<file path="config.mk">
export PLATFORM = sky130hd
export DESIGN_NAME = decode_stage
export DESIGN_NICKNAME = d
export VERILOG_FILES = /design/src/rtl/decode_stage.sv
export SDC_FILE = /design/constraint.sdc
export NUM_CORES = 1
export LEC_CHECK = 0
export BUFFER_PORTS_ARGS = -buffer_cell sky130_fd_sc_hd__buf_4
export CAP_MARGIN = 20
export CELL_PAD_IN_SITES_DETAIL_PLACEMENT = 1
export CELL_PAD_IN_SITES_GLOBAL_PLACEMENT = 1
export CORE_ASPECT_RATIO = 0.9
export CORE_UTILIZATION = 35
export DETAILED_ROUTE_END_ITERATION = 6
export PLACE_DENSITY = 0.68
export SYNTH_ARGS = -nofsm -noshare
export SYNTH_HDL_FRONTEND = slang
export SYNTH_SLANG_ARGS = --single-unit
</file>
<file path="constraint.sdc">
create_clock -name CLK -period 4.2 [get_ports CLK]
set_input_delay 0.21 -clock CLK [delete_from_list [all_inputs] [get_ports CLK]]
set_output_delay 0.21 -clock CLK [all_outputs]
set_load 0.01 [all_outputs]
</file>
<file path="src/rtl/decode_stage.sv">
// RV32I/RV32M decode stage: elastic instruction queue feeding a registered
// control bundle under a valid/ready handshake toward execute.

package decode_stage_pkg;

    typedef struct packed {
        logic lui, auipc, jal, jalr;
        logic beq, bne, blt, bge, bltu, bgeu;
        logic lb, lh, lw, lbu, lhu;
        logic sb, sh, sw;
        logic addi, slti, sltiu, xori, ori, andi, slli, srli, srai;
        logic add, sub, sll, slt, sltu, xor_, srl, sra, or_, and_;
        logic mul, mulh, mulhsu, mulhu, div, divu, rem, remu;
        logic fence, ecall, ebreak;
    } op_flags_t;

    typedef struct packed {
        op_flags_t   op;
        logic [4:0]  rd;
        logic [31:0] imm;
        logic [31:0] pc;
    } control_info;

endpackage

module decode_stage
    import decode_stage_pkg::*;
#(
    parameter int unsigned DEPTH    = 2,
    parameter bit          ENABLE_M = 1'b1,
    parameter int unsigned CNT_W    = $clog2(DEPTH) + 1
) (
    input  logic             CLK,
    input  logic             RSTN,
    input  logic             IN_VALID,
    output logic             IN_READY,
    input  logic [31:0]      INSTRUCTION,
    input  logic [31:0]      PC,
    input  logic             FLUSH,
    output logic             OUT_VALID,
    input  logic             OUT_READY,
    output logic [4:0]       RS1,
    output logic [4:0]       RS2,
    output logic             RS_EN,
    output control_info      CTR_INFO,
    output logic             ILLEGAL,
    output logic [CNT_W-1:0] COUNT
);

    localparam int unsigned PTR_W = $clog2(DEPTH);

    localparam logic [6:0] OPC_LUI    = 7'b0110111;
    localparam logic [6:0] OPC_AUIPC  = 7'b0010111;
    localparam logic [6:0] OPC_JAL    = 7'b1101111;
    localparam logic [6:0] OPC_JALR   = 7'b1100111;
    localparam logic [6:0] OPC_BRANCH = 7'b1100011;
    localparam logic [6:0] OPC_LOAD   = 7'b0000011;
    localparam logic [6:0] OPC_STORE  = 7'b0100011;
    localparam logic [6:0] OPC_OPIMM  = 7'b0010011;
    localparam logic [6:0] OPC_OP     = 7'b0110011;
    localparam logic [6:0] OPC_FENCE  = 7'b0001111;
    localparam logic [6:0] OPC_SYSTEM = 7'b1110011;

    logic [31:0]      instr_mem_q [DEPTH];
    logic [31:0]      pc_mem_q    [DEPTH];
    logic [PTR_W-1:0] wr_ptr_q, wr_ptr_d;
    logic [PTR_W-1:0] rd_ptr_q, rd_ptr_d;
    logic [CNT_W-1:0] count_q, count_d;
    logic             out_valid_q, out_valid_d;
    logic             illegal_q, illegal_d;
    control_info      ctr_q, ctr_d;

    logic        push, load;
    logic [31:0] head_instr, head_pc;
    logic [6:0]  opcode, funct7;
    logic [2:0]  funct3;
    control_info dec;
    logic        dec_ill;

    assign IN_READY   = (count_q != CNT_W'(DEPTH));
    assign push       = IN_VALID & IN_READY & ~FLUSH;
    assign load       = (count_q != '0) & (~out_valid_q | OUT_READY) & ~FLUSH;
    assign RS_EN      = load;

    assign head_instr = instr_mem_q[rd_ptr_q];
    assign head_pc    = pc_mem_q[rd_ptr_q];
    assign opcode     = head_instr[6:0];
    assign funct3     = head_instr[14:12];
    assign funct7     = head_instr[31:25];

    assign OUT_VALID  = out_valid_q;
    assign ILLEGAL    = illegal_q;
    assign CTR_INFO   = ctr_q;
    assign COUNT      = count_q;

    // Register-file read addresses straight from the queue head.
    always_comb begin
        RS1 = '0;
        RS2 = '0;
        unique case (opcode)
            OPC_OP, OPC_BRANCH, OPC_STORE: begin
                RS1 = head_instr[19:15];
                RS2 = head_instr[24:20];
            end
            OPC_OPIMM, OPC_LOAD, OPC_JALR: RS1 = head_instr[19:15];
            default: ;
        endcase
    end

    // Decode the queue head into the control bundle and legality flag.
    always_comb begin
        logic [31:0] imm_i, imm_s, imm_b, imm_u, imm_j;
        imm_i = {{20{head_instr[31]}}, head_instr[31:20]};
        imm_s = {{20{head_instr[31]}}, head_instr[31:25], head_instr[11:7]};
        imm_b = {{19{head_instr[31]}}, head_instr[31], head_instr[7],
                 head_instr[30:25], head_instr[11:8], 1'b0};
        imm_u = {head_instr[31:12], 12'b0};
        imm_j = {{11{head_instr[31]}}, head_instr[31], head_instr[19:12],
                 head_instr[20], head_instr[30:21], 1'b0};
        dec     = '0;
        dec.pc  = head_pc;
        dec_ill = 1'b0;
        unique case (opcode)
            OPC_LUI: begin
                dec.op.lui = 1'b1; dec.rd = head_instr[11:7]; dec.imm = imm_u;
            end
            OPC_AUIPC: begin
                dec.op.auipc = 1'b1; dec.rd = head_instr[11:7]; dec.imm = imm_u;
            end
            OPC_JAL: begin
                dec.op.jal = 1'b1; dec.rd = head_instr[11:7]; dec.imm = imm_j;
            end
            OPC_JALR: begin
                dec.op.jalr = (funct3 == 3'b000);
                dec_ill     = (funct3 != 3'b000);
                dec.rd      = head_instr[11:7];
                dec.imm     = imm_i;
            end
            OPC_BRANCH: begin
                dec.imm = imm_b;
                unique case (funct3)
                    3'b000:  dec.op.beq  = 1'b1;
                    3'b001:  dec.op.bne  = 1'b1;
                    3'b100:  dec.op.blt  = 1'b1;
                    3'b101:  dec.op.bge  = 1'b1;
                    3'b110:  dec.op.bltu = 1'b1;
                    3'b111:  dec.op.bgeu = 1'b1;
                    default: dec_ill     = 1'b1;
                endcase
            end
            OPC_LOAD: begin
                dec.rd  = head_instr[11:7];
                dec.imm = imm_i;
                unique case (funct3)
                    3'b000:  dec.op.lb  = 1'b1;
                    3'b001:  dec.op.lh  = 1'b1;
                    3'b010:  dec.op.lw  = 1'b1;
                    3'b100:  dec.op.lbu = 1'b1;
                    3'b101:  dec.op.lhu = 1'b1;
                    default: dec_ill    = 1'b1;
                endcase
            end
            OPC_STORE: begin
                dec.imm = imm_s;
                unique case (funct3)
                    3'b000:  dec.op.sb = 1'b1;
                    3'b001:  dec.op.sh = 1'b1;
                    3'b010:  dec.op.sw = 1'b1;
                    default: dec_ill   = 1'b1;
                endcase
            end
            OPC_OPIMM: begin
                dec.rd  = head_instr[11:7];
                dec.imm = imm_i;
                unique case (funct3)
                    3'b000: dec.op.addi  = 1'b1;
                    3'b010: dec.op.slti  = 1'b1;
                    3'b011: dec.op.sltiu = 1'b1;
                    3'b100: dec.op.xori  = 1'b1;
                    3'b110: dec.op.ori   = 1'b1;
                    3'b111: dec.op.andi  = 1'b1;
                    3'b001: begin
                        dec.op.slli = (funct7 == 7'b0000000);
                        dec_ill     = (funct7 != 7'b0000000);
                    end
                    default: begin
                        dec.op.srli = (funct7 == 7'b0000000);
                        dec.op.srai = (funct7 == 7'b0100000);
                        dec_ill     = (funct7 != 7'b0000000) && (funct7 != 7'b0100000);
                    end
                endcase
            end
            OPC_OP: begin
                dec.rd = head_instr[11:7];
                if (funct7 == 7'b0000000) begin
                    unique case (funct3)
                        3'b000:  dec.op.add  = 1'b1;
                        3'b001:  dec.op.sll  = 1'b1;
                        3'b010:  dec.op.slt  = 1'b1;
                        3'b011:  dec.op.sltu = 1'b1;
                        3'b100:  dec.op.xor_ = 1'b1;
                        3'b101:  dec.op.srl  = 1'b1;
                        3'b110:  dec.op.or_  = 1'b1;
                        default: dec.op.and_ = 1'b1;
                    endcase
                end else if (funct7 == 7'b0100000) begin
                    unique case (funct3)
                        3'b000:  dec.op.sub = 1'b1;
                        3'b101:  dec.op.sra = 1'b1;
                        default: dec_ill    = 1'b1;
                    endcase
                end else if (funct7 == 7'b0000001 && ENABLE_M) begin
                    unique case (funct3)
                        3'b000:  dec.op.mul    = 1'b1;
                        3'b001:  dec.op.mulh   = 1'b1;
                        3'b010:  dec.op.mulhsu = 1'b1;
                        3'b011:  dec.op.mulhu  = 1'b1;
                        3'b100:  dec.op.div    = 1'b1;
                        3'b101:  dec.op.divu   = 1'b1;
                        3'b110:  dec.op.rem    = 1'b1;
                        default: dec.op.remu   = 1'b1;
                    endcase
                end else begin
                    dec_ill = 1'b1;
                end
            end
            OPC_FENCE: begin
                dec.op.fence = (funct3 == 3'b000);
                dec_ill      = (funct3 != 3'b000);
            end
            OPC_SYSTEM: begin
                dec.op.ecall  = (head_instr == 32'h0000_0073);
                dec.op.ebreak = (head_instr == 32'h0010_0073);
                dec_ill       = (head_instr != 32'h0000_0073) && (head_instr != 32'h0010_0073);
            end
            default: dec_ill = 1'b1;
        endcase
        // Illegal encodings present only the pc; everything else is cleared.
        if (dec_ill) begin
            dec    = '0;
            dec.pc = head_pc;
        end
    end

    // Next-state for queue pointers, occupancy and the output register.
    always_comb begin
        wr_ptr_d    = wr_ptr_q;
        rd_ptr_d    = rd_ptr_q;
        count_d     = count_q;
        out_valid_d = out_valid_q;
        illegal_d   = illegal_q;
        ctr_d       = ctr_q;
        if (FLUSH) begin
            wr_ptr_d    = '0;
            rd_ptr_d    = '0;
            count_d     = '0;
            out_valid_d = 1'b0;
            illegal_d   = 1'b0;
        end else begin
            if (push) wr_ptr_d = wr_ptr_q + PTR_W'(1);
            if (load) rd_ptr_d = rd_ptr_q + PTR_W'(1);
            unique case ({push, load})
                2'b10:   count_d = count_q + CNT_W'(1);
                2'b01:   count_d = count_q - CNT_W'(1);
                default: ;
            endcase
            if (load) begin
                out_valid_d = 1'b1;
                illegal_d   = dec_ill;
                ctr_d       = dec;
            end else if (OUT_READY) begin
                out_valid_d = 1'b0;
            end
        end
    end

    // Queue storage; occupancy tracking makes resetting the contents unnecessary.
    always_ff @(posedge CLK) begin
        if (push) begin
            instr_mem_q[wr_ptr_q] <= INSTRUCTION;
            pc_mem_q[wr_ptr_q]    <= PC;
        end
    end

    // State registers with synchronous active-low reset.
    always_ff @(posedge CLK) begin
        if (!RSTN) begin
            wr_ptr_q    <= '0;
            rd_ptr_q    <= '0;
            count_q     <= '0;
            out_valid_q <= 1'b0;
            illegal_q   <= 1'b0;
            ctr_q       <= '0;
        end else begin
            wr_ptr_q    <= wr_ptr_d;
            rd_ptr_q    <= rd_ptr_d;
            count_q     <= count_d;
            out_valid_q <= out_valid_d;
            illegal_q   <= illegal_d;
            ctr_q       <= ctr_d;
        end
    end

endmodule

</file>
==> qor.yml <==
synth:
  synth_warnings: 0
  synth.net_count: 908
  synth_area_leaders: "edfxtp_1 38%, dfxtp_1 25%, mux2i_1 5.3%, nand2_1 4.3%, o211a_1 3.2%"
  yosys.cell_types.count: 63
  synth_seq_cells: 252
  synth_async_sr_flop_share: 0
  synth_flop_cell: "edfxtp_1"
  synth_most_common_cell: "edfxtp_1"
  synth_top_cell_area_share: 0.384
  syn_avg_cell_area_um2: 11.9
  syn-instance-count: 838
  ys_seq_area_frac: 0.632
  synth.largest_area_cell: "edfxtp_1"
  yosys-top-cells-count: "128 x edfxtp_1, 124 x dfxtp_1, 114 x nand2_1"
  syn_area_mm2: 0.0100
  synth_edf_count: 128
clock_tree:
  clk_latency_ns: 0.55
  clk_path_buf_depth: 3
  numCtsBuffers: 27
  cts_htree_levels: 1
  ctsRootBufferMaster: "clkbuf_16"
  cts_tree: "built"
  clk_pin_slew_ns: 0.06
  clkSinkCount: 252
  post_cts_buffers: 0
worst_setup_path:
  crit_family: "flip-flops"
  crit_chain: "buf_4 -> nand3b_1 -> a22oi_1 -> buf_4 -> a32oi_1 -> and2_1 -> nor2_1 -> buf_4"
  worstSetupPathType: "flip-flop to primary output"
  cp_max_fo: 60
  critPathArrivalTime_ns: 3.29
  cp_slowest_stage_delay_ns: 0.82
  required_ns: 3.99
  crit_path_end_kind: "primary output"
  cpMaxStageDelayCell: "dfxtp_4"
  crit_path_start_kind: "flip-flop"
  cp_num_buf_inv: 3
  worst_path_most_repeated_cell: "buf_4"
sta:
  fin_tns_setup_ns: 0
  worst_hold_slack_ns: 0.174
  hold_viol_final: 0
  tightest_slew_ns: 0.872
  fin_crit_sh: 0.834
  setup_viol: 0
  grt_setup_unrepaired: "false"
  relSlewSlack: 0.402
  fin_crit_ns: 3.50
  drv_slew: 0
  fmax_mhz: 285
  finalClockSkew_ns: 0.0176
routing:
  drtIter0Drc: 412
  wl_mm: 28.9
  final_antenna_net_count: 0
  drc: 0
  first_pass_iters: 4
  vias: 7553
  wl_per_cell_um: 19.4
  viasPerCell: 5.08
final_layout:
  syn2layout_area_growth_pct: 34.0
  drive_above_1_share: 0.247
  nets: 1175
  n_fill_cell: 3001
placed_design:
  place.gp.congestion: 0.830
  hpwl_mm: 19.9
  portBuffers: 201
grt:
  grt_pass1_vias: 7902
  grt.overflow.total: 0
  grt_pass1_wl_mm: 44.7
  grt_start_max_net_pins: 61
  globalRouteTotalUtil: 0.195
  antenna_found_initial: 3
floorplanning:
  die_y_um: 162
  die_area_mm2: 0.0293
  initial_utilization: 0.357
  ios: 202
  std_cell_rows: 58
  fp.dieW_um: 180
  core_area_mm2: 0.0280
pwr:
  power_density_mw_per_mm2: 393
  power_uw: 5270
  ir_drop_mv: 0.303
  leakage_uw: 0.00519
hold_path:
  hp-class: "primary input to flip-flop"
run_status:
  status: "complete, no violations"
run:
  maxCapViolations: 0
[flip-flops by register name, summed over array words and instances, names as in the netlist, named ones only]
register     cells
CTR_INFO       117
instr_mem_q     64
pc_mem_q        64
COUNT            2
ILLEGAL          1
OUT_VALID        1
rd_ptr_q         1
wr_ptr_q         1
[area by class of cell]
class	instances	area [µm²]	area share
diodes	2	5.00	0.000373
repair buffers	283	2310	0.172
inverters	9	33.8	0.00252
flip-flops and latches	252	6330	0.472
well taps	360	450	0.0336
clock inverters	2	25.0	0.00187
multi-input cells	532	3430	0.256
clock buffers	47	822	0.0613
[final timing paths]
path / from / to / slack, ns / depth (start not counted)
max: flip-flop / RS1[1] / 0.70 / 8
max reg2reg: flip-flop / CTR_INFO[52]$_SDFFE_PN0P_ / 0.87 / 9
min reg2reg: CTR_INFO[61]$_SDFFE_PN0P_ / CTR_INFO[61]$_SDFFE_PN0P_ / 0.46 / 2
min: RSTN / CTR_INFO[29]$_SDFFE_PN0P_ / 0.17 / 2
[metrics by stage]
| step | utilization | instances | instance area (µm²) | setup WS, ns |
|---|---|---|---|---|
| 2_1_floorplan | - | 838 | 10000 | 0.187 |
| 3_3_place_gp | 0.424 | 1370 | 11900 | 1.03 |
| 3_5_place_dp | 0.425 | 1371 | 11900 | 0.929 |
| 4_1_cts | 0.479 | 1485 | 13400 | 0.691 |
| 5_1_grt | 0.479 | 1487 | 13400 | 0.474 |
| 6_report | 0.479 | 1487 | 13400 | 0.696 |
[per-layer routing]
| metal | GRT usage | vias up | share of wire |
|---|---|---|---|
| met5 | 0 | - | 0.00045 |
| met3 | 0.0541 | 38 | 0.066 |
| met4 | 0.0478 | 2 | 0.020 |
| met1 | 0.252 | 3689 | 0.45 |
| met2 | 0.322 | 199 | 0.46 |
| li1 | - | 3625 | - |
[report_power, final]
group | switching [µW] | internal (µW) | leakage (µW) | total [µW]
registers | 29.4 | 2640 | 0.00218 | 2670
clock network | 945 | 1320 | 0.000411 | 2270
logic | 172 | 161 | 0.00260 | 333
[timing repair]
| action | in CTS | in global routing |
|---|---|---|
| hold endpoints to repair | 129 | 0 |
| hold buffers | 65 | 0 |
| resized for setup | 0 | 0 |
[placed cells by master, fill, tap and decap left out, types with 7 or more instances in the layout]
cell type and n:
buf_4 216, edfxtp_1 128, dfxtp_1 123, nand2_1 114, dlygate4sd3_1 65, mux2i_1 53
nor2_1 38, nor2b_1 34, o21ai_0 33, o211a_1 32, clkbuf_16 28, a22oi_1 23
a21oi_1 23, nand3_1 18, o21ai_1 17, clkbuf_1 14, and2_1 13, nand2b_1 11
o21a_1 11, mux2_2 10, nor3_1 9, nand4_1 8, a32oi_1 8, inv_1 8
nand3b_1 7
[cells by family (layout without fill, tap and decap cells)]
kind of cell,Yosys count,count (layout),synth area share
other,0,2,0
adders and majority gates,1,1,0.00125
and+or+nand+nor,277,277,0.135
muxes,64,64,0.0656
AOI/OAI and AO/OA,184,184,0.135
DFF,252,252,0.632
buffers and inverters,54,341,0.0265
xor gates and xnor gates,6,6,0.00525
No activity file was read; power rests on OpenSTA's default activity.
